`config.mk`:
```
export PLATFORM = sky130hd
export DESIGN_NAME = gs_addsub_stage
export DESIGN_NICKNAME = d
export VERILOG_FILES = /design/src/rtl/ntt_pkg.sv /design/src/rtl/mod_correct.sv /design/src/rtl/gs_addsub_stage.sv
export SDC_FILE = /design/constraint.sdc
export NUM_CORES = 1
export LEC_CHECK = 0
export BUFFER_PORTS_ARGS = -buffer_cell sky130_fd_sc_hd__buf_2
export CORE_ASPECT_RATIO = 0.8
export CORE_UTILIZATION = 51
export DETAILED_ROUTE_END_ITERATION = 12
export GPL_TIMING_DRIVEN = 1
export PLACE_DENSITY = 0.76
export SLEW_MARGIN = 20
export SYNTH_ARGS = -nofsm -noshare
export SYNTH_HDL_FRONTEND = slang
export SYNTH_SLANG_ARGS = --single-unit
```
`constraint.sdc`:
```
create_clock -name clk -period 2.2 [get_ports clk]
set_input_delay 0.44 -clock clk [delete_from_list [all_inputs] [get_ports clk]]
set_output_delay 0.44 -clock clk [all_outputs]
set_load 0.03 [all_outputs]
```
`src/rtl/ntt_pkg.sv`:
```
// Shared NTT datapath definitions: modulus construction and stage latencies
// used by schedulers to align the butterfly halves.
package ntt_pkg;

  // Cycles from accept to out_valid for gs_addsub_stage.
  localparam int unsigned ADDSUB_LAT = 2;

  typedef enum logic {
    MC_ADD,
    MC_SUB
  } mc_mode_e;

  // q = {qh, 0..0, 1} with word_size low bits, unless a fixed modulus is given.
  function automatic logic [31:0] build_q(input logic [31:0] qh,
                                          input int unsigned word_size,
                                          input logic [31:0] q_value);
    if (q_value != '0) return q_value;
    return (qh << word_size) | 32'd1;
  endfunction

endpackage

```
`src/rtl/mod_correct.sv`:
```
// Conditional modular correction of a LOGQ+1-bit raw add/sub result.
// SUB mode folds [0,2q) into [0,q); ADD mode lifts a borrowed difference.
module mod_correct
  import ntt_pkg::*;
#(
  parameter int unsigned LOGQ = 13,
  parameter mc_mode_e    MODE = MC_SUB
) (
  input  logic [LOGQ:0]   x,
  input  logic [LOGQ-1:0] q,
  output logic [LOGQ-1:0] y
);

  generate
    if (MODE == MC_SUB) begin : g_sub
      always_comb begin
        y = x[LOGQ-1:0];
        if (x >= {1'b0, q}) y = LOGQ'(x - {1'b0, q});
      end
    end else begin : g_add
      // MSB is the borrow of {0,a}-{0,b}; adding q wraps back into range.
      always_comb begin
        y = x[LOGQ-1:0];
        if (x[LOGQ]) y = LOGQ'(x + {1'b0, q});
      end
    end
  endgenerate

endmodule

```
`src/rtl/gs_addsub_stage.sv`:
```
// Add/sub front half of the inverse-NTT Gentleman-Sande butterfly:
// two-stage elastic pipeline producing (a+b) mod q and (a-b) mod q.
module gs_addsub_stage
  import ntt_pkg::*;
#(
  parameter int unsigned LOGQ      = 13,
  parameter int unsigned Q_VALUE   = 0,
  parameter int unsigned WORD_SIZE = 8,
  parameter int unsigned TAG_W     = 8
) (
  input  logic                      clk,
  input  logic                      rst,
  input  logic [LOGQ-WORD_SIZE-1:0] qH,
  input  logic                      in_valid,
  output logic                      in_ready,
  input  logic [LOGQ-1:0]           a,
  input  logic [LOGQ-1:0]           b,
  input  logic [TAG_W-1:0]          in_tag,
  output logic                      out_valid,
  input  logic                      out_ready,
  output logic [LOGQ-1:0]           sum,
  output logic [LOGQ-1:0]           diff,
  output logic [TAG_W-1:0]          out_tag
);

  logic [LOGQ-1:0]  q;
  logic             en1, en2;
  logic             s1_valid, s2_valid;
  logic [LOGQ:0]    s_raw, d_raw;
  logic [TAG_W-1:0] s1_tag;
  logic [LOGQ-1:0]  sum_c, diff_c;

  assign q = LOGQ'(build_q(32'(qH), WORD_SIZE, 32'(Q_VALUE)));

  // No skid buffer: a stage advances whenever its downstream slot frees up.
  assign en2       = !s2_valid || out_ready;
  assign en1       = !s1_valid || en2;
  assign in_ready  = en1;
  assign out_valid = s2_valid;

  always_ff @(posedge clk or posedge rst) begin
    if (rst) begin
      s1_valid <= 1'b0;
      s_raw    <= '0;
      d_raw    <= '0;
      s1_tag   <= '0;
    end else if (en1) begin
      s1_valid <= in_valid;
      if (in_valid) begin
        s_raw  <= {1'b0, a} + {1'b0, b};
        d_raw  <= {1'b0, a} - {1'b0, b};
        s1_tag <= in_tag;
      end
    end
  end

  mod_correct #(
    .LOGQ (LOGQ),
    .MODE (MC_SUB)
  ) u_sum_corr (
    .x (s_raw),
    .q (q),
    .y (sum_c)
  );

  mod_correct #(
    .LOGQ (LOGQ),
    .MODE (MC_ADD)
  ) u_diff_corr (
    .x (d_raw),
    .q (q),
    .y (diff_c)
  );

  always_ff @(posedge clk or posedge rst) begin
    if (rst) begin
      s2_valid <= 1'b0;
      sum      <= '0;
      diff     <= '0;
      out_tag  <= '0;
    end else if (en2) begin
      s2_valid <= s1_valid;
      if (s1_valid) begin
        sum     <= sum_c;
        diff    <= diff_c;
        out_tag <= s1_tag;
      end
    end
  end

endmodule
```
-- Yosys cells after proc, flatten, opt, wreduce, memory -nomap -nowiden
Cells that the tools add are included.
- $add $sub $neg: 4
- $lt $le $gt $ge: 1
- muxes and demuxes: 2
- reduce and logical (&&, ||, !) cells: 6
- operators with widths (operator ; count):
    13-bit 2-to-1 mux ; 2
    13-bit by 13-bit adder with 14-bit output ; 1
    14-bit by 13-bit greater-or-equal comparator with 1-bit output ; 1
    13-bit by 13-bit subtractor with 14-bit output ; 1
    13-bit adder ; 1
    13-bit subtractor ; 1
    2-bit AND reduction ; 2
    1-bit logical NOT ; 2
    1-bit logical OR ; 2
- register bits: 72
- bits of input ports: 43
- output and inout bits: 36
- word-level logic and storage cells: 21

-- Depth between registers and ports, before layout
- depth in word-level cells: 4
- gate-level depth with buffers: 10
- mapped depth without buffers: 10

-- Hierarchy
A second synthesis with hierarchy kept.
- cell total of the unflattened synthesis: 588
- area, all modules: 5539.1 um^2
- modules (own cells, without submodules) (module ; instances ; cells each ; area an instance (um^2) ; sequential area each (um^2)):
    gs_addsub_stage ; 1 ; 388 ; 3948.8 ; 1776.7
    mod_correct (u_sum_corr) ; 1 ; 110 ; 847.1 ; 0.0
    mod_correct (u_diff_corr) ; 1 ; 90 ; 743.2 ; 0.0

-- Worst setup path before layout
Ideal clock, no wire load.
- path type: in2reg
- start point: input port a[0]
- end point: register d_raw[12]
- library setup time: 0.129 ns
- data arrival time: 2.122 ns
- required time: 2.071 ns
- setup slack: -0.051 ns
- cell stages on the path: 10
- buffers on the path: 0
- path through: inv_1 -> ha_1 -> inv_1 -> fa_1 -> a211oi_1 -> o21ai_1 -> a31o_1 -> a31oi_1 -> xor2_1 -> o21ai_1
- longest elaborated chain between the ends: 1
- RTL lines (item ; line ; text):
    start, declared ; gs_addsub_stage.sv:16 ; input logic [LOGQ-1:0] a,
    13-bit by 13-bit subtractor with 14-bit output ; gs_addsub_stage.sv:51 ; d_raw <= {1'b0, a} - {1'b0, b};
    end signal, assigned ; gs_addsub_stage.sv:51 ;
    end, declared ; gs_addsub_stage.sv:29 ; logic [LOGQ:0] s_raw, d_raw;
Every way passes these cells.
A chain may end at the register's enable or synchronous reset.

-- Final worst setup path
- start point: input port b[1]
- end point: register d_raw[11]
- longest elaborated chain between the ends: 1
- RTL lines (item ; line ; text):
    start, declared ; gs_addsub_stage.sv:17 ; input logic [LOGQ-1:0] b,
    13-bit by 13-bit subtractor with 14-bit output ; gs_addsub_stage.sv:51 ;
Every way passes these cells.

==> out/summary.json <==
{
  "outcome": {
    "run_status": "finished clean"
  },
  "run": {
    "max_cap_viol_count": 0
  },
  "drt": {
    "route.vias.total": 4065,
    "antenna_left": 0,
    "vias_per_cell": 5.41,
    "wl_per_cell_um": 14.5,
    "drt-met1-wl_mm": 5.39,
    "finalWirelength_mm": 10.9,
    "top_layer": "met4",
    "drt_iter0_drc": 261,
    "wl_met3_um": 590,
    "detailroute.wirelength.met2_mm": 4.73,
    "drt_pass1_iterations": 4,
    "route.detailed.drc": 0
  },
  "finish": {
    "antenna-diode-count": 0,
    "finish.cell_count_without_fillers": 752,
    "multiInputGateArea_mm2": 0.00267,
    "fillerInstances": 720,
    "mostFrequentLayoutCells": "sky130_fd_sc_hd__nand2_1 (84), sky130_fd_sc_hd__buf_2 (78), sky130_fd_sc_hd__dfrtp_1 (70), sky130_fd_sc_hd__buf_4 (50), sky130_fd_sc_hd__ha_1 (38)",
    "fin_nets": 718,
    "syn2layout_area_growth_pct": 26.6,
    "final_layout_size_suffix_gt1_frac": 0.267,
    "layout.area.seq_mm2": 0.00178,
    "layout_commonest_cell": "sky130_fd_sc_hd__nand2_1"
  },
  "placed_design": {
    "gp_routability_congestion": 0.940,
    "place_hpwl_mm": 8.40,
    "dpl.cell_count": 736,
    "io_buffers": 78
  },
  "sta": {
    "setup_viol": 0,
    "post_layout_minimum_cycle_time_ns": 2.07,
    "maxClockFrequency_ghz": 0.482,
    "worstMarginPinSlew_ns": 0.572,
    "timing.slew.headroom": 0.618,
    "setup_repair_after_global_routing_missed_its_margin": "no",
    "final-max-slew-violation-count": 0,
    "setup_clock_skew_after_layout_ns": 0.00685,
    "layout_worst_path_cycle_share": 0.942,
    "timing.final.hold_violations": 0
  },
  "clock_tree": {
    "cts-root-to-sink-buffers": 2,
    "tritoncts.num_buffers": 9,
    "clock_latency_ns": 0.33,
    "cts_num_sinks": 71,
    "clockRootBuffer": "sky130_fd_sc_hd__clkbuf_16",
    "tritoncts": "done",
    "cts.clk_slew.worst_paths_ns": 0.05,
    "cts_max_level": 3
  },
  "pwr": {
    "leakagePower_nw": 2.81,
    "cellPowerDensity_mw_per_mm2": 971,
    "p_int_w": 0.00354,
    "power.share.clock": 0.264,
    "finalPower_w": 0.00566,
    "pwr-share-comb": 0.398,
    "peakVddDrop_v": 0.000639,
    "power.share.sequential": 0.338,
    "p_sw_frac": 0.375,
    "power.switching_w": 0.00212
  },
  "grt": {
    "globalRouteTotalUtil": 0.249,
    "grt_max_degree": 72,
    "first_global_vias": 3864,
    "antenna_found_initial": 0,
    "grt_overflow_total": 0,
    "grt_pass1_wl_mm": 18.2
  },
  "synthesis": {
    "yosys_warnings": 0,
    "ys_ff_latch": 71,
    "synthesis.nets": 598,
    "asyncSetResetFlopFracSynth": 1.00,
    "ys_seq_area_frac": 0.386,
    "netlist_area_mm2": 0.00460,
    "synth_cell_types": 55,
    "synthFlopType": "sky130_fd_sc_hd__dfrtp_1",
    "synthesis.instances": 515,
    "postSynthAreaPerCell_um2": 8.94,
    "synth_enable_flop_cells": 0
  },
  "die": {
    "die_width_um": 108,
    "chipHeight_um": 87.0,
    "start_util": 0.533,
    "ioPinCount": 79,
    "floorplan.die_area_mm2": 0.00941,
    "placementRows": 30,
    "core_region_area_mm2": 0.00863
  },
  "setup_path": {
    "timing_worst_setup_path_type": "input pin to flop",
    "crit_path_start_kind": "input pin",
    "endpoint_required_time_on_the_critical_path_ns": 2.46,
    "timing.critical_path.to_type": "flop",
    "critical_path_peak_fanout": 3,
    "cp.arrival_ns": 2.34
  },
  "hold_path": {
    "worstHoldPathType": "input pin to async pin"
  }
}
-- power groups by stage --
stage               sequential [W]  clock [W]  combinational [W]
floorplan                  0.00230          0            0.00109
global placement           0.00191          0            0.00218
detailed placement         0.00193          0            0.00223
CTS                        0.00191    0.00150            0.00225
global route               0.00196    0.00156            0.00248
finish                     0.00192    0.00149            0.00225
-- synth_stat cells (3+ instances only) --
| master | instances | area (um2) |
|---|---|---|
| sky130_fd_sc_hd__o21a_1 | 4 | 30.0 |
| sky130_fd_sc_hd__nand3b_1 | 3 | 22.5 |
| sky130_fd_sc_hd__nor3_1 | 8 | 40.0 |
| sky130_fd_sc_hd__a31oi_1 | 8 | 50.1 |
| sky130_fd_sc_hd__or4_1 | 3 | 22.5 |
| sky130_fd_sc_hd__mux2i_1 | 9 | 90.1 |
| sky130_fd_sc_hd__a221oi_1 | 3 | 26.3 |
| sky130_fd_sc_hd__inv_1 | 30 | 113 |
| sky130_fd_sc_hd__or3_1 | 8 | 50.1 |
| sky130_fd_sc_hd__a21oi_1 | 18 | 90.1 |
| sky130_fd_sc_hd__nand2b_1 | 9 | 56.3 |
| sky130_fd_sc_hd__buf_1 | 4 | 15.0 |
| sky130_fd_sc_hd__mux2_2 | 8 | 90.1 |
| sky130_fd_sc_hd__a21o_1 | 3 | 22.5 |
| sky130_fd_sc_hd__nand2_1 | 85 | 319 |
| sky130_fd_sc_hd__nor2_1 | 28 | 105 |
| sky130_fd_sc_hd__xor2_1 | 9 | 78.8 |
| sky130_fd_sc_hd__clkbuf_1 | 15 | 56.3 |
| sky130_fd_sc_hd__and3_1 | 4 | 25.0 |
| sky130_fd_sc_hd__o21bai_1 | 4 | 30.0 |
| sky130_fd_sc_hd__dfrtp_1 | 71 | 1780 |
| sky130_fd_sc_hd__nor2b_1 | 8 | 50.1 |
| sky130_fd_sc_hd__o21ai_0 | 33 | 165 |
| sky130_fd_sc_hd__a211oi_1 | 4 | 30.0 |
| sky130_fd_sc_hd__ha_1 | 38 | 475 |
| sky130_fd_sc_hd__o31ai_1 | 6 | 45.0 |
| sky130_fd_sc_hd__xnor2_1 | 31 | 272 |
| sky130_fd_sc_hd__o21ai_1 | 21 | 105 |
| sky130_fd_sc_hd__nand4_1 | 9 | 56.3 |
-- per-stage QoR --
step / setup WS (ns) / TNS, ns / instance area, um2 / hold slack, ns / util
after floorplan: -0.00607 / -0.00607 / 4620 / 0.442 / -
after global placement: -0.225 / -2.03 / 5480 / 0.454 / 0.635
after detailed placement: -0.306 / -2.85 / 5480 / 0.463 / 0.635
after CTS: 0.0231 / 0 / 5800 / 0.222 / 0.671
after global routing: 0.00417 / 0 / 5830 / 0.237 / 0.675
final: 0.127 / 0 / 5830 / 0.216 / 0.675
-- path summary, 6_finish.rpt --
path / start / slack (ns) / end / cells after the start
max: b[1] / 0.13 / d_raw[11]$_DFFE_PP0P_ / 10
min: rst / 0.22 / sum[3]$_DFFE_PP0P_ / 3
max reg2reg: s_raw[11]$_DFFE_PP0P_ / 0.14 / sum[7]$_DFFE_PP0P_ / 9
min reg2reg: s1_tag[6]$_DFFE_PP0P_ / 0.47 / s1_tag[6]$_DFFE_PP0P_ / 2
max in group asynchronous: rst / 1.68 / s_raw[3]$_DFFE_PP0P_ / 3
min in group clk: in_tag[0] / 0.30 / s1_tag[0]$_DFFE_PP0P_ / 3
-- layout make-up --
class	count	share of cell area
multi-input combinational	391	0.458
tap	112	0.0240
clock inverter	2	0.00644
sequential	71	0.305
clock buffer	14	0.0470
timing repair buffer	130	0.138
inverter	32	0.0212
-- per-layer routing --
metal	vias up	GRT usage
met2	121	0.389
met5	-	0
met1	1895	0.352
met3	14	0.0479
met4	0	0.0722
li1	2035	-
-- state kept, by name (all words and copies together) (netlist names) --
name,cells
s1_tag,8
s1_valid,1
d_raw,13
diff,13
s_raw,14
out_tag,8
sum,13
out_valid,1
-- logic make-up (layout without fill, tap and decap cells) --
kind of cell    Yosys count  in the layout  synth area share
mux                      17             17            0.0391
simple gates            174            174             0.176
flops                    71             71             0.386
xor+xnor                 40             40            0.0761
compound gates          120            120             0.167
fa+ha+maj                40             40             0.112
buf+inv                  53            178            0.0443
-- timing repair --
item | CTS | global route
hold buffers | 0 | 0
buffers inserted | 0 | 0
resized for setup | 0 | 10
setup endpoints to repair | 0 | 6
-- worst max-delay path, cell delays in order --
cell	delay [ns]
sky130_fd_sc_hd__buf_2	0.12
sky130_fd_sc_hd__inv_1	0.08
sky130_fd_sc_hd__ha_1	0.30
sky130_fd_sc_hd__nor2b_1	0.19
sky130_fd_sc_hd__o31a_1	0.18
sky130_fd_sc_hd__o41a_1	0.18
sky130_fd_sc_hd__a41oi_2	0.14
sky130_fd_sc_hd__buf_4	0.18
sky130_fd_sc_hd__or4_1	0.46
sky130_fd_sc_hd__nand3_1	0.08
Note: power is estimated with default switching activity, not from simulation.
